## src/rtl/alu_pkg.sv

```systemverilog
// Shared ALU control codes, RV32I opcodes and branch funct3 values for the
// ALU issue front-end.
package alu_pkg;

   localparam logic [3:0] ALU_AND  = 4'b0000;
   localparam logic [3:0] ALU_OR   = 4'b0001;
   localparam logic [3:0] ALU_ADD  = 4'b0010;
   localparam logic [3:0] ALU_SLL  = 4'b0011;
   localparam logic [3:0] ALU_SLT  = 4'b0100;
   localparam logic [3:0] ALU_SLTU = 4'b0101;
   localparam logic [3:0] ALU_SUB  = 4'b0110;
   localparam logic [3:0] ALU_XOR  = 4'b0111;
   localparam logic [3:0] ALU_SRL  = 4'b1000;
   localparam logic [3:0] ALU_SRA  = 4'b1010;

   localparam logic [6:0] OP_R      = 7'b0110011;
   localparam logic [6:0] OP_I      = 7'b0010011;
   localparam logic [6:0] OP_LOAD   = 7'b0000011;
   localparam logic [6:0] OP_STORE  = 7'b0100011;
   localparam logic [6:0] OP_BRANCH = 7'b1100011;

   localparam logic [2:0] F3_BEQ  = 3'b000;
   localparam logic [2:0] F3_BNE  = 3'b001;
   localparam logic [2:0] F3_BLT  = 3'b100;
   localparam logic [2:0] F3_BGE  = 3'b101;
   localparam logic [2:0] F3_BLTU = 3'b110;
   localparam logic [2:0] F3_BGEU = 3'b111;

   typedef enum logic [1:0] {
      ST_IDLE = 2'd0,
      ST_EXEC = 2'd1,
      ST_RESP = 2'd2
   } issue_state_t;

   // Resolve a branch from the ALU result: funct3[2] selects the compare
   // source (zero flag vs. SLT/SLTU bit), funct3[0] inverts the sense.
   function automatic logic branch_taken(input logic [2:0] funct3,
                                         input logic       zero,
                                         input logic       lt_bit);
      logic base;
      base = funct3[2] ? lt_bit : zero;
      return base ^ funct3[0];
   endfunction

endpackage

```

## src/rtl/alu_op_decode.sv

```systemverilog
// Combinational translation of RV32I opcode/funct fields into an ALU
// control code plus branch/shift/illegal qualifiers.
module alu_op_decode
   import alu_pkg::*;
(
   input  logic [6:0] opcode,
   input  logic [2:0] funct3,
   input  logic       funct7b5,
   output logic [3:0] alu_ctrl,
   output logic       is_branch,
   output logic       is_shift,
   output logic       illegal
);

   always_comb begin
      alu_ctrl  = ALU_ADD;
      is_branch = 1'b0;
      is_shift  = 1'b0;
      illegal   = 1'b0;
      case (opcode)
         OP_R, OP_I: begin
            case (funct3)
               3'b000: alu_ctrl = ((opcode == OP_R) && funct7b5) ? ALU_SUB : ALU_ADD;
               3'b001: begin
                  alu_ctrl = ALU_SLL;
                  is_shift = 1'b1;
               end
               3'b010: alu_ctrl = ALU_SLT;
               3'b011: alu_ctrl = ALU_SLTU;
               3'b100: alu_ctrl = ALU_XOR;
               3'b101: begin
                  alu_ctrl = funct7b5 ? ALU_SRA : ALU_SRL;
                  is_shift = 1'b1;
               end
               3'b110: alu_ctrl = ALU_OR;
               default: alu_ctrl = ALU_AND;
            endcase
         end
         OP_LOAD, OP_STORE: alu_ctrl = ALU_ADD;
         OP_BRANCH: begin
            is_branch = 1'b1;
            case (funct3)
               F3_BEQ, F3_BNE:   alu_ctrl = ALU_SUB;
               F3_BLT, F3_BGE:   alu_ctrl = ALU_SLT;
               F3_BLTU, F3_BGEU: alu_ctrl = ALU_SLTU;
               default:          illegal  = 1'b1;
            endcase
         end
         default: illegal = 1'b1;
      endcase
   end

endmodule

```

## src/rtl/alu_op_issuer.sv

```systemverilog
// Sequencer that issues one decoded request to the external combinational
// ALU, captures its result, resolves branches and returns a tagged response.
//
// state | meaning
// IDLE  | ready for a request; accept legal -> EXEC, illegal -> RESP
// EXEC  | registered operands drive the ALU for one cycle; capture at end
// RESP  | response valid and held stable until out_ready
module alu_op_issuer
   import alu_pkg::*;
#(
   parameter int WIDTH = 32,
   parameter int TAG_W = 4
) (
   input  logic             clk,
   input  logic             rst_n,
   input  logic             in_valid,
   output logic             in_ready,
   input  logic [6:0]       in_opcode,
   input  logic [2:0]       in_funct3,
   input  logic             in_funct7b5,
   input  logic [WIDTH-1:0] in_a,
   input  logic [WIDTH-1:0] in_b,
   input  logic [TAG_W-1:0] in_tag,
   output logic [3:0]       alu_ctrl,
   output logic [WIDTH-1:0] alu_a,
   output logic [WIDTH-1:0] alu_b,
   input  logic [WIDTH-1:0] alu_y,
   input  logic             alu_zero,
   output logic             out_valid,
   input  logic             out_ready,
   output logic [WIDTH-1:0] out_result,
   output logic             out_taken,
   output logic             out_is_branch,
   output logic             out_illegal,
   output logic [TAG_W-1:0] out_tag
);

   localparam int SHW = $clog2(WIDTH);
   localparam logic [WIDTH-1:0] SHIFT_MASK = {{(WIDTH-SHW){1'b0}}, {SHW{1'b1}}};

   issue_state_t     r_state;
   issue_state_t     w_next;
   logic             w_accept;

   logic [3:0]       w_dec_ctrl;
   logic             w_dec_branch;
   logic             w_dec_shift;
   logic             w_dec_illegal;
   logic [WIDTH-1:0] w_b_issue;
   logic             w_taken;

   logic [3:0]       r_alu_ctrl;
   logic [WIDTH-1:0] r_alu_a;
   logic [WIDTH-1:0] r_alu_b;
   logic [2:0]       r_funct3;
   logic             r_is_branch;
   logic [TAG_W-1:0] r_tag;
   logic [WIDTH-1:0] r_result;
   logic             r_taken;
   logic             r_illegal;

   alu_op_decode u_decode (
      .opcode    (in_opcode),
      .funct3    (in_funct3),
      .funct7b5  (in_funct7b5),
      .alu_ctrl  (w_dec_ctrl),
      .is_branch (w_dec_branch),
      .is_shift  (w_dec_shift),
      .illegal   (w_dec_illegal)
   );

   assign w_b_issue = w_dec_shift ? (in_b & SHIFT_MASK) : in_b;
   assign w_taken   = branch_taken(r_funct3, alu_zero, alu_y[0]);

   always_ff @(posedge clk) begin
      if (!rst_n) begin
         r_state <= ST_IDLE;
      end else begin
         r_state <= w_next;
      end
   end

   always_comb begin
      w_next    = r_state;
      in_ready  = 1'b0;
      out_valid = 1'b0;
      w_accept  = 1'b0;
      case (r_state)
         ST_IDLE: begin
            in_ready = 1'b1;
            w_accept = in_valid;
            if (in_valid) begin
               w_next = w_dec_illegal ? ST_RESP : ST_EXEC;
            end
         end
         ST_EXEC: begin
            w_next = ST_RESP;
         end
         ST_RESP: begin
            out_valid = 1'b1;
            if (out_ready) begin
               w_next = ST_IDLE;
            end
         end
         default: begin
            w_next = ST_IDLE;
         end
      endcase
   end

   always_ff @(posedge clk) begin
      if (!rst_n) begin
         r_alu_ctrl  <= ALU_AND;
         r_alu_a     <= '0;
         r_alu_b     <= '0;
         r_funct3    <= '0;
         r_is_branch <= 1'b0;
         r_tag       <= '0;
         r_result    <= '0;
         r_taken     <= 1'b0;
         r_illegal   <= 1'b0;
      end else if (w_accept) begin
         r_tag <= in_tag;
         if (w_dec_illegal) begin
            // ALU operand registers deliberately keep their previous value
            r_illegal   <= 1'b1;
            r_result    <= '0;
            r_taken     <= 1'b0;
            r_is_branch <= 1'b0;
         end else begin
            r_alu_ctrl  <= w_dec_ctrl;
            r_alu_a     <= in_a;
            r_alu_b     <= w_b_issue;
            r_funct3    <= in_funct3;
            r_is_branch <= w_dec_branch;
            r_illegal   <= 1'b0;
         end
      end else if (r_state == ST_EXEC) begin
         r_result <= r_is_branch ? '0 : alu_y;
         r_taken  <= r_is_branch & w_taken;
      end
   end

   assign alu_ctrl      = r_alu_ctrl;
   assign alu_a         = r_alu_a;
   assign alu_b         = r_alu_b;
   assign out_result    = r_result;
   assign out_taken     = r_taken;
   assign out_is_branch = r_is_branch;
   assign out_illegal   = r_illegal;
   assign out_tag       = r_tag;

endmodule

```

## config.mk

```make
export PLATFORM = sky130hd
export DESIGN_NAME = alu_op_issuer
export DESIGN_NICKNAME = d
export VERILOG_FILES = /design/src/rtl/alu_pkg.sv /design/src/rtl/alu_op_decode.sv /design/src/rtl/alu_op_issuer.sv
export SDC_FILE = /design/constraint.sdc
export NUM_CORES = 1
export LEC_CHECK = 0
export CAP_MARGIN = 20
export CORE_MARGIN = 3
export CORE_UTILIZATION = 35
export DETAILED_ROUTE_END_ITERATION = 16
export PLACE_DENSITY = 0.83
export SLEW_MARGIN = 20
export SYNTH_ARGS = -nofsm -noshare
export SYNTH_HDL_FRONTEND = slang
export SYNTH_SLANG_ARGS = --single-unit
export TNS_END_PERCENT = 100
```

## constraint.sdc

```tcl
create_clock -name clk -period 1.9 [get_ports clk]
set_input_delay 0.57 -clock clk [delete_from_list [all_inputs] [get_ports clk]]
set_output_delay 0.57 -clock clk [all_outputs]
set_load 0.01 [all_outputs]
```

* Word-level counts from Yosys, hierarchy flattened
Cells that the tools add are included.
** Operators by class
- Equal/unequal tests :: 17
- Mux-type cells :: 28
- Bitwise operators :: 3
- Reduce and logical (&&, ||, !) cells :: 14
** Operators by type and width (number)
- $mux W32 :: 5
- $pmux W4 S7 :: 1
- $eq A7 B6 Y1 const B :: 2
- $mux W1 :: 13
- $eq A3 B3 Y1 const B :: 4
- $reduce_or A2 Y1 :: 5
- $pmux W3 S3 :: 1
- $mux W2 :: 4
- $pmux W4 S2 :: 1
- $eq A7 B2 Y1 const B :: 1
- $eq A7 B5 Y1 const B :: 1
- $eq A7 B7 Y1 const B :: 1
- $eq A3 B2 Y1 const B :: 2
- $pmux W2 S3 :: 1
- $reduce_and A2 Y1 :: 3
- $reduce_or A6 Y1 :: 1
- $ne A2 B2 Y1 const B :: 2
- $reduce_or A4 Y1 :: 1
- $eq A3 B1 Y1 const B :: 1
- $logic_not A3 Y1 :: 1
- $mux W3 :: 1
- $eq A2 B1 Y1 const B :: 1
- $eq A2 B2 Y1 const B :: 1
- $logic_not A2 Y1 :: 1
- 7 further kinds :: 7
** Storage, ports and cells
- Flip-flop bits (word level) :: 112
- Output and inout port bits :: 109
- Logic and storage cells :: 72

* Longest topological paths before layout
Gate-level depths: netlist of run 1.
- Word-level depth :: 7
- Depth in mapped cells :: 7
- Gate-level depth less buffers :: 4

* Hierarchy
A second synthesis of run 1 with hierarchy kept.
** Second synthesis, totals
- Cell total of the unflattened synthesis :: 292
- Area, all modules :: 3653.5 sq um
** By module, submodules not included
- alu_op_issuer :: instances 1, cells each 265, area each 3465.8 sq um, seq. area each 2222.1 sq um
- alu_op_decode :: instances 1, cells each 27, area each 187.7 sq um, seq. area each 0.0 sq um

* Worst setup path after synthesis of run 1
No wires, ideal clock.
- Path type :: in2reg
- From :: in in_opcode[3]
- To :: reg r_alu_b[5] (netlist: alu_b[5])
- Setup time :: 117 ps
- Data arrival time :: 1807 ps
- Data required time :: 1783 ps
- Slack :: -24 ps
- Stages on the path :: 5
- Path through :: or4bb_1 > nor2_4 > a21boi_2 > buf_6 > a22o_2
** Between the ends
- Longest elaborated chain between the ends :: 5
- Elaborated cells on any way between the ends :: 12
** Ends and longest elaborated chain
- from (decl) :: line alu_op_issuer.sv:18 : input logic [6:0] in_opcode,
- $eq A7 B2 Y1, or another cell as far along :: line alu_op_decode.sv:20 : case (opcode)
- $reduce_or A4 Y1 (no line)
- $pmux W1 S2 :: line alu_op_decode.sv:20
- $not A1 Y1 (no line)
- $reduce_and A2 Y1 (no line)
- to (signal assigned) :: line alu_op_issuer.sv:133 : r_alu_b <= w_b_issue;
- to (decl) :: line alu_op_issuer.sv:54 : logic [WIDTH-1:0] r_alu_b;
Several ways; a longest one is shown, not always the timed one.
A chain may end at the register's enable or synchronous reset.

* Worst setup path in the final report of run 1
- From :: in in_opcode[0]
- To :: reg r_alu_a[15] (netlist: alu_a[15])
** Between the ends
- Longest elaborated chain between the ends :: 5
- Elaborated cells on any way between the ends :: 9
** Ends and longest elaborated chain
- $eq A7 B2 Y1, or another cell as far along :: line alu_op_decode.sv:20
- $reduce_or A4 Y1 (no line)
- $pmux W1 S2 (*) :: line alu_op_decode.sv:20
- $not A1 Y1 (no line) (*)
- $reduce_and A2 Y1 (no line) (*)
- to (signal assigned) :: line alu_op_issuer.sv:132 : r_alu_a <= in_a;
- to (decl) :: line alu_op_issuer.sv:53 : logic [WIDTH-1:0] r_alu_a;
Mark *: on every way between the ends. The rest lies on a longest branch, timed or not.

==> impl_metrics.env, run 1 <==
export IMPL_tightest_slew_ns=0.359
export IMPL_fin_skew_ns=0.00894
export IMPL_slew_viol_final=0
export IMPL_yosysWarnings=0
export IMPL_cts_sinks=111
export IMPL_ant_nets=0
export IMPL_synthToLayoutAreaGrowth_pct=72.7
export IMPL_place_congestion=0.792
export IMPL_netlist_area_leader_share=0.549
export IMPL_clk_pin_slew_worst_paths_ns=0.07
export IMPL_die_x_um=114
export IMPL_rsz0062_at_grt="false"
export IMPL_syn_inst=360
export IMPL_slew_headroom=0.761
export IMPL_cpPeakStageDelay_ns=0.48
export IMPL_synth_area_leader_cell="dfxtp_1"
export IMPL_cts_buffer_depth=2
export IMPL_worstHoldPathCells=2
export IMPL_stdcell_count=748
export IMPL_nFillCells=863
export IMPL_fin_nets=719
export IMPL_cp_slowest_cell="or4bb_4"
export IMPL_path_cells="dlygate4sd2_1 > or4bb_4 > nor2_4 > a21boi_4 > bufbuf_16 > a22o_1"
export IMPL_synth_area_um2=4050
export IMPL_dp_cells=719
export IMPL_hold_path_class="reg -> reg"
export IMPL_avgRoutedWirePerCell_um=17.8
export IMPL_period_needed_ns=1.88
export IMPL_viasPerCell=5.00
export IMPL_post_route_cells_drive_above_1_share=0.140
export IMPL_grt_usage=0.203
export IMPL_setup_violations_final=0
export IMPL_synth_ff_type="dfxtp_1"
export IMPL_path_max_fanout=20
export IMPL_ys_types=34
export IMPL_r2r_cells=5
export IMPL_syn_avg_cell_area_um2=11.2
export IMPL_num_rows=38
export IMPL_grt_pass1_wl_um=20600
export IMPL_io_buffers=224
export IMPL_leakagePower_nw=2.81
export IMPL_grt_pass1_vias=3857
export IMPL_route_detailed_drc=0
export IMPL_start_util=0.365
export IMPL_reg2reg_slack_ns=0.17
export IMPL_max_cap_violations=0
export IMPL_synth_edf_count=0
export IMPL_crit_type="in -> reg"
export IMPL_drt_iter0_markers=227
export IMPL_grt_max_degree=36
export IMPL_end_kind="register"
export IMPL_fp_dieH_um=114
export IMPL_cp_required_ns=2.13
export IMPL_finalHoldViolations=0
export IMPL_n_antenna_cell=0
export IMPL_first_pass_iters=4
export IMPL_routed_wl_um=13300
export IMPL_area_sequential_um2=2220
export IMPL_antenna_found_initial=0
export IMPL_synthTopCellsByCount="dfxtp_1, nand2_1, a22o_1, mux2i_1, a22o_2"
export IMPL_dp_hpwl_um=9590
export IMPL_htree_levels=3
export IMPL_core_area_um2=11100
export IMPL_yosys_cell_count_top_type="dfxtp_1"
export IMPL_vias=3737
export IMPL_p_per_area_nw_per_um2=724
export IMPL_cp_start_kind="input pin"
export IMPL_rr_endpoint="alu_a[15]"
export IMPL_whs_endpoint="out_result[1]"
export IMPL_clk_latency_ns=0.34
export IMPL_synth_async_reset_ratio=0
export IMPL_clockRootBuffer="clkbuf_16"
export IMPL_hp_start="out_result[1]"
export IMPL_critical_path_arrival_ns=2.11
export IMPL_dieArea_um2=12900
export IMPL_syn_nets=476
export IMPL_cts_tree="built"
export IMPL_cts_buffers=9
export IMPL_peakVddDrop_uv=548
export IMPL_max_clock_freq_mhz=532
export IMPL_overflow=0
export IMPL_timing_rr_start="r_state[1]"
export IMPL_ys_seq_elements=111
export IMPL_ctsHoldBuffers=0
export IMPL_period_share=0.990
export IMPL_ys_top_cells_by_area="dfxtp_1, a22o_1, mux2i_1"
export IMPL_setup_tns_ns=0
export IMPL_multi_input_area_um2=1600
export IMPL_pin_count=225
export IMPL_status="completed"
export IMPL_yosysSeqAreaShare=0.549
-- worst max-delay path by stage --
stage          slack (ns)    startpoint          end  cells after the start
2_1_floorplan      -0.004  in_opcode[3]    alu_b[10]                      6
3_3_place_gp        -0.55  in_opcode[0]  alu_ctrl[3]                      6
3_5_place_dp        -0.57  in_opcode[0]    alu_a[11]                      6
4_1_cts             -0.07  in_funct3[1]    alu_a[17]                      6
5_1_grt            0.0009     alu_b[30]    alu_b[30]                      1
6_report             0.02  in_opcode[0]    alu_a[15]                      6
-- placed cells by master (no fill, tap or decap), drive strengths merged, types with 2 or more instances in the layout --
| master | instances |
|---|---|
| a21boi | 6 |
| a21oi | 2 |
| a22o | 68 |
| a32o | 2 |
| buf | 35 |
| bufbuf | 3 |
| clkbuf | 14 |
| clkdlybuf4s50 | 216 |
| clkinv | 2 |
| dfxtp | 111 |
| dlygate4sd2 | 4 |
| inv | 3 |
| mux2i | 35 |
| nand2 | 74 |
| nand2b | 2 |
| nor2 | 6 |
| nor2b | 6 |
| nor3b | 2 |
| o21ai | 3 |
-- critical path: cells and delay by family --
family                 cells  cell delay [ns]
AND/OR/NAND/NOR            2             0.67
AO/OA/AOI/OAI              2             0.37
buffers and inverters      2             0.50
-- stage by stage --
stage,worst slack (ns),instance area [um2],hold WS (ns),utilization,total power (W)
global route,0.000934,6990,0.492,0.631,0.00525
finish,0.0189,6990,0.465,0.631,0.00506
CTS,-0.0699,7030,0.466,0.634,0.00510
detailed placement,-0.565,6450,0.457,0.582,0.00314
floorplan,-0.00354,4060,0.471,-,0.00271
global placement,-0.551,6450,0.443,0.582,0.00312
-- layer usage --
metal,global-route usage,vias to the layer above,share of wire
met3,0.0812,19,0.11
met5,0,-,0
met2,0.351,186,0.49
met4,0.0769,0,0.019
met1,0.222,1755,0.38
li1,-,1777,-
-- flip-flops by register name, summed over array words and instances, names as in the netlist --
signal and cells:
out_illegal 1, out_result 32, alu_b 32, alu_ctrl 4, out_tag 4, r_state 2
out_is_branch 1, out_taken 1, r_funct3 2, alu_a 32
-- repair_timing --
item                       4_1_cts  5_1_grt
pin swaps                        5        5
setup endpoints to repair      108       81
resized for setup               25       12
gates cloned                     7        0
setup buffers                    5        4
-- cell families (layout without fill, tap and decap cells) --
group / Yosys count / in the layout / synth area share
flops: 111 / 111 / 0.549
buf+inv: 30 / 278 / 0.0683
xor+xnor: 1 / 1 / 0.00216
mux: 35 / 35 / 0.0865
simple gates: 96 / 96 / 0.104
compound gates: 87 / 87 / 0.190
-- layout make-up --
type / instances / area share
multi-input combinational: 219 / 0.229
sequential: 111 / 0.318
clock inverter: 4 / 0.00752
tap: 140 / 0.0251
inverter: 2 / 0.00107
clock buffer: 12 / 0.0367
timing repair buffer: 260 / 0.383
-- power breakdown --
| group | total [W] | switching (W) | internal (W) |
|---|---|---|---|
| registers | 0.00242 | 0.0000339 | 0.00238 |
| clock network | 0.00193 | 0.000834 | 0.00110 |
| logic | 0.000708 | 0.000258 | 0.000451 |
(Power assumes the default switching activity.)
==> run 2: changes to the inputs <==
--- a/config.mk
+++ b/config.mk
@@ -10,6 +10,7 @@
 export CORE_UTILIZATION = 35
 export DETAILED_ROUTE_END_ITERATION = 16
 export PLACE_DENSITY = 0.83
+export SKIP_CTS_REPAIR_TIMING = 1
 export SLEW_MARGIN = 20
 export SYNTH_ARGS = -nofsm -noshare
 export SYNTH_HDL_FRONTEND = slang
==> impl_metrics.env, run 2 (synthesis results as in run 1) <==
export IMPL_tightest_slew_ns=0.370
export IMPL_p_per_area_nw_per_um2=729
export IMPL_die_x_um=114
export IMPL_num_rows=38
export IMPL_post_route_cells_drive_above_1_share=0.121
export IMPL_cp_slowest_cell="or4bb_4"
export IMPL_crit_type="in -> reg"
export IMPL_cts_buffer_depth=2
export IMPL_hold_path_class="reg -> reg"
export IMPL_route_detailed_drc=0
export IMPL_htree_levels=3
export IMPL_stdcell_count=741
export IMPL_dp_cells=719
export IMPL_n_antenna_cell=0
export IMPL_period_share=0.989
export IMPL_post_route_util=0.624
export IMPL_fin_nets=712
export IMPL_clockRootBuffer="clkbuf_16"
export IMPL_finalHoldViolations=0
export IMPL_slew_headroom=0.753
export IMPL_grt_pass1_wl_um=19000
export IMPL_synthToLayoutAreaGrowth_pct=70.8
export IMPL_fp_dieH_um=114
export IMPL_vias=3706
export IMPL_rsz0062_at_grt="true"
export IMPL_cp_start_kind="input pin"
export IMPL_cp_required_ns=2.14
export IMPL_fin_area_um2=6920
export IMPL_ant_nets=0
export IMPL_io_buffers=224
export IMPL_cts_sinks=111
export IMPL_max_cap_violations=0
export IMPL_critPathTopFamily="simple AND/OR/NAND/NOR gates"
export IMPL_critical_path_arrival_ns=2.12
export IMPL_antenna_found_initial=0
export IMPL_clk_pin_slew_worst_paths_ns=0.07
export IMPL_path_cells="dlymetal6s2s_1 > or4bb_4 > nor2_4 > a21boi_4 > buf_4 > buf_12 > a22o_2"
export IMPL_drt_iter0_markers=211
export IMPL_end_kind="register"
export IMPL_dieArea_um2=12900
export IMPL_dp_hpwl_um=9590
export IMPL_setup_tns_ns=0
export IMPL_clk_latency_ns=0.34
export IMPL_place_congestion=0.792
export IMPL_pin_count=225
export IMPL_final_cell_mix="clkdlybuf4s50_1, dfxtp_1, nand2_1"
export IMPL_first_pass_iters=4
export IMPL_placed_area_um2=6450
export IMPL_overflow=0
export IMPL_final_common_cell="clkdlybuf4s50_1"
export IMPL_peakVddDrop_uv=561
export IMPL_leakagePower_nw=2.82
export IMPL_status="completed"
export IMPL_fin_skew_ns=0.00816
export IMPL_routed_wl_um=12900
export IMPL_cpPeakStageDelay_ns=0.57
export IMPL_start_util=0.365
export IMPL_grt_max_degree=45
export IMPL_grt_pass1_vias=3692
export IMPL_max_clock_freq_mhz=532
export IMPL_crit_buf_inv=3
export IMPL_avgRoutedWirePerCell_um=17.5
export IMPL_path_max_fanout=7
export IMPL_viasPerCell=5.00
export IMPL_cts_tree="built"
export IMPL_setup_violations_final=0
export IMPL_slew_viol_final=0
export IMPL_grt_usage=0.185
export IMPL_core_area_um2=11100
export IMPL_cts_buffers=9
export IMPL_period_needed_ns=1.88
==> run 2: cell type report <==
type / instances / area [um2]
multi-input combinational: 219 / 1590
clock inverter: 4 / 52.6
inverter: 2 / 7.51
sequential: 111 / 2220
timing repair buffer: 253 / 2610
fill: 877 / 4160
clock buffer: 12 / 256
tap: 140 / 175
==> run 2: path summary, 6_finish.rpt <==
check	from	to	slack, ns	depth (start not counted)
max	in_opcode[3]	alu_b[25]	0.02	7
min	out_result[1]	out_result[1]	0.46	2
max reg2reg	r_state[1]	alu_b[25]	0.15	6
min reg2reg	out_result[1]	out_result[1]	0.46	2
==> run 2: metal layers <==
metal	up-vias	track usage	share of wire
met5	-	0	0
met4	0	0.0753	0.020
li1	1763	-	-
met3	19	0.0812	0.11
met1	1736	0.205	0.39
met2	188	0.310	0.47
==> run 2: report_power, final <==
part	internal, W	switching (W)
Clock	0.00110	0.000828
Combinational	0.000440	0.000257
Sequential	0.00238	0.0000338
==> run 2: worst min-delay path: cells and delay by family, from the launching register on <==
kind / cells / cell delay, ns
and+or+nand+nor: 1 / 0.05
muxes: 1 / 0.05
DFF: 1 / 0.31
==> run 2: through the flow <==
stage | worst slack (ns) | hold WS (ns) | total power (W)
floorplan | -0.00354 | 0.471 | 0.00271
global placement | -0.551 | 0.443 | 0.00312
detailed placement | -0.565 | 0.457 | 0.00314
CTS | -0.217 | 0.466 | 0.00507
global route | -0.0126 | 0.492 | 0.00524
finish | 0.0201 | 0.465 | 0.00504
==> variant: new RTL, settings of run 2 <==
`TAG_W`: 4 -> 6.
--- a/src/rtl/alu_op_issuer.sv
+++ b/src/rtl/alu_op_issuer.sv
@@ -10,5 +10,5 @@
 #(
    parameter int WIDTH = 32,
-   parameter int TAG_W = 4
+   parameter int TAG_W = 6
 ) (
    input  logic             clk,
Interface: changed (resized in_tag and out_tag); port bits go from 225 to 229. No check against the original RTL was run, so the function may have changed too.
==> variant against run 2 <==
  * Maximum frequency up 0.44%
  * Total power up 28%
  * Sequential cell count up 2
  * Count of clock-buffer cells in the layout up 9
  * Wire length up 7.5%
  * Setup slack better by 0.0082 ns
  * Critical path type is now reg -> out
  * Area after synthesis unchanged
  * Largest power group is now the clock network
  * Design area up 9.0%
==> variant: results (changes against run 2) <==
The run gives 4274 (+16%) as the number of global-route vias before repair. After synthesis, the most frequently instantiated cells are sky130_fd_sc_hd__dfxtp_1 (113), sky130_fd_sc_hd__a21oi_1 (52), sky130_fd_sc_hd__a22o_1 (43), sky130_fd_sc_hd__o21ai_0 (43), sky130_fd_sc_hd__nand3_1 (41). The part of the Yosys area used for sequential elements came out at 55.9% (+0.99 points). The per-instance average area after synthesis works out to 10.0 um2 (-11%). For the number of library cell types mapped by synthesis, the log shows 39 (+15%). The flow ran to the end, and the final reports show no timing, DRC or antenna violations. Worst voltage drop across the vdd grid: 1170 uV (+110%).

Synthesized net count: 521 (+9.5%). The total CTS buffers came out at 17 (+8). The detailed placer's ending HPWL was 10200 um (+6.3%); the worst-path maximum fanout was 2 (-5).

The critical path data arrival time is 1.30 ns (-0.82 ns), and the number of cells in the finished layout apart from fillers is 809 (+9.2%). The tools report the total global routing track utilization as 21.5% (+3.1 points). The post-detailed-route wirelength per cell was 17.2 um (-1.6%); the weighted congestion reported at the end of routability-driven placement was 0.829 (+4.6%).

The cell count of the worst hold path was 2 (unchanged). The warning count from the yosys run was 0 (unchanged). The cell total after placement is 777 (+8.1%).

The detail-routed via count per cell came out at 5.15 (+2.9%). The delay of the slowest cell on the worst path is 0.55 ns (-0.02 ns). The count of input and output buffers was 228 (+1.8%). By area the synthesized netlist is led by sky130_fd_sc_hd__dfxtp_1 (56%), sky130_fd_sc_hd__a22o_1 (9.3%), sky130_fd_sc_hd__a21oi_1 (6.4%). The logs give 22100 um (+16%) for the global-route wire length before repair and 774 (+8.7%) for the number of nets at the end of the flow.

The initial antenna violation count was 1 (+1). The tightest min-delay check is of the reg -> reg type. The clock transition time at the flip-flop clock pins of the worst setup and hold paths was 0.05 ns (-0.02 ns).

The standard cell with the maximum stage delay on the critical path was sky130_fd_sc_hd__clkdlybuf4s50_1. Number of DRC markers after the initial detailed-route iteration: 352 (+67%). The maximum number of pins on one net before global-route repair is 33 (-27%). The switching part of the total power was 20.2% (-2.0 points).

The worst slew margin relative to its limit was 77.1% (+1.8 points). On the critical path the largest part of the delay comes from buffers and inverters. The share of post-route cells with drive strength above 1 was 14.5% (+2.4 points); the number of H-tree branching levels was 4 (+1).
## variant: changes by cell type after synthesis, sizes merged, moves of 3 or more
cell	before	now
buf	20	17
o21ai	3	45
a22o	68	59
clkbuf	8	18
mux2i	35	1
nand3	0	41
nand2	74	19
a21boi	6	0
a21oi	2	53
## variant: worst paths after layout
path,start,endpoint,slack [ns]
setup / recovery,out_result[22]$_SDFFE_PN0P_,out_result[22],0.03
hold / removal,out_tag[5]$_SDFFE_PN0P_,out_tag[5]$_SDFFE_PN0P_,0.46
setup reg to reg,r_state[0]$_SDFFE_PN0P_,alu_b[24]$_SDFFE_PN0P_,0.35
hold reg to reg,out_tag[5]$_SDFFE_PN0P_,out_tag[5]$_SDFFE_PN0P_,0.46
## variant: kinds of logic after synthesis
| kind of cell | Yosys count | share of synthesized area, % |
|---|---|---|
| AOI/OAI and AO/OA | 167 | 27.6 |
| xor gates and xnor gates | 1 | 0.216 |
| buffers and inverters | 39 | 4.88 |
| DFF | 113 | 55.9 |
| muxes | 1 | 0.247 |
| and+or+nand+nor | 82 | 11.2 |
## variant: worst register-to-register path, delay by kind of cell (launching register included)
kind | cells | cell delay [ns]
AND/OR/NAND/NOR | 3 | 0.58
buffers and inverters | 2 | 0.38
flip-flops | 1 | 0.37
AO/OA/AOI/OAI | 1 | 0.16
## variant: per-layer routing
metal | vias to the layer above | share of wire [%] | GRT usage [%]
li1 | 1992 | - | -
met1 | 1986 | 39 | 24.3
met2 | 166 | 51 | 37.0
met3 | 18 | 8.1 | 8.70
met4 | 2 | 1.6 | 7.29
met5 | - | 0.093 | 0
## variant: power groups by stage
stage / Combinational, uW / Clock, uW / Sequential [uW]
2_1_floorplan: 153 / 0 / 2470
6_report: 574 / 3490 / 2410
3_3_place_gp: 563 / 0 / 2460
5_1_grt: 613 / 3680 / 2410
4_1_cts: 580 / 3540 / 2410
3_5_place_dp: 576 / 0 / 2460
## variant: through the flow
stage                     setup WS [ns]  util [%]  area [um2]
after CTS                        -0.299      66.7        7390
after detailed placement         -0.374      60.8        6740
after floorplan                  0.0606         -        4050
final                            0.0283      68.0        7540
after global routing           -0.00203      68.0        7540
after global placement           -0.328      60.8        6740
## variant: area by class of cell
cell class	instances	area (um2)
multi-input cells	251	1610
inverters	4	15.0
clock inverters	11	183
fillers	837	3540
flip-flops and latches	113	2260
well taps	140	175
clock buffers	21	470
repair buffers	269	2820
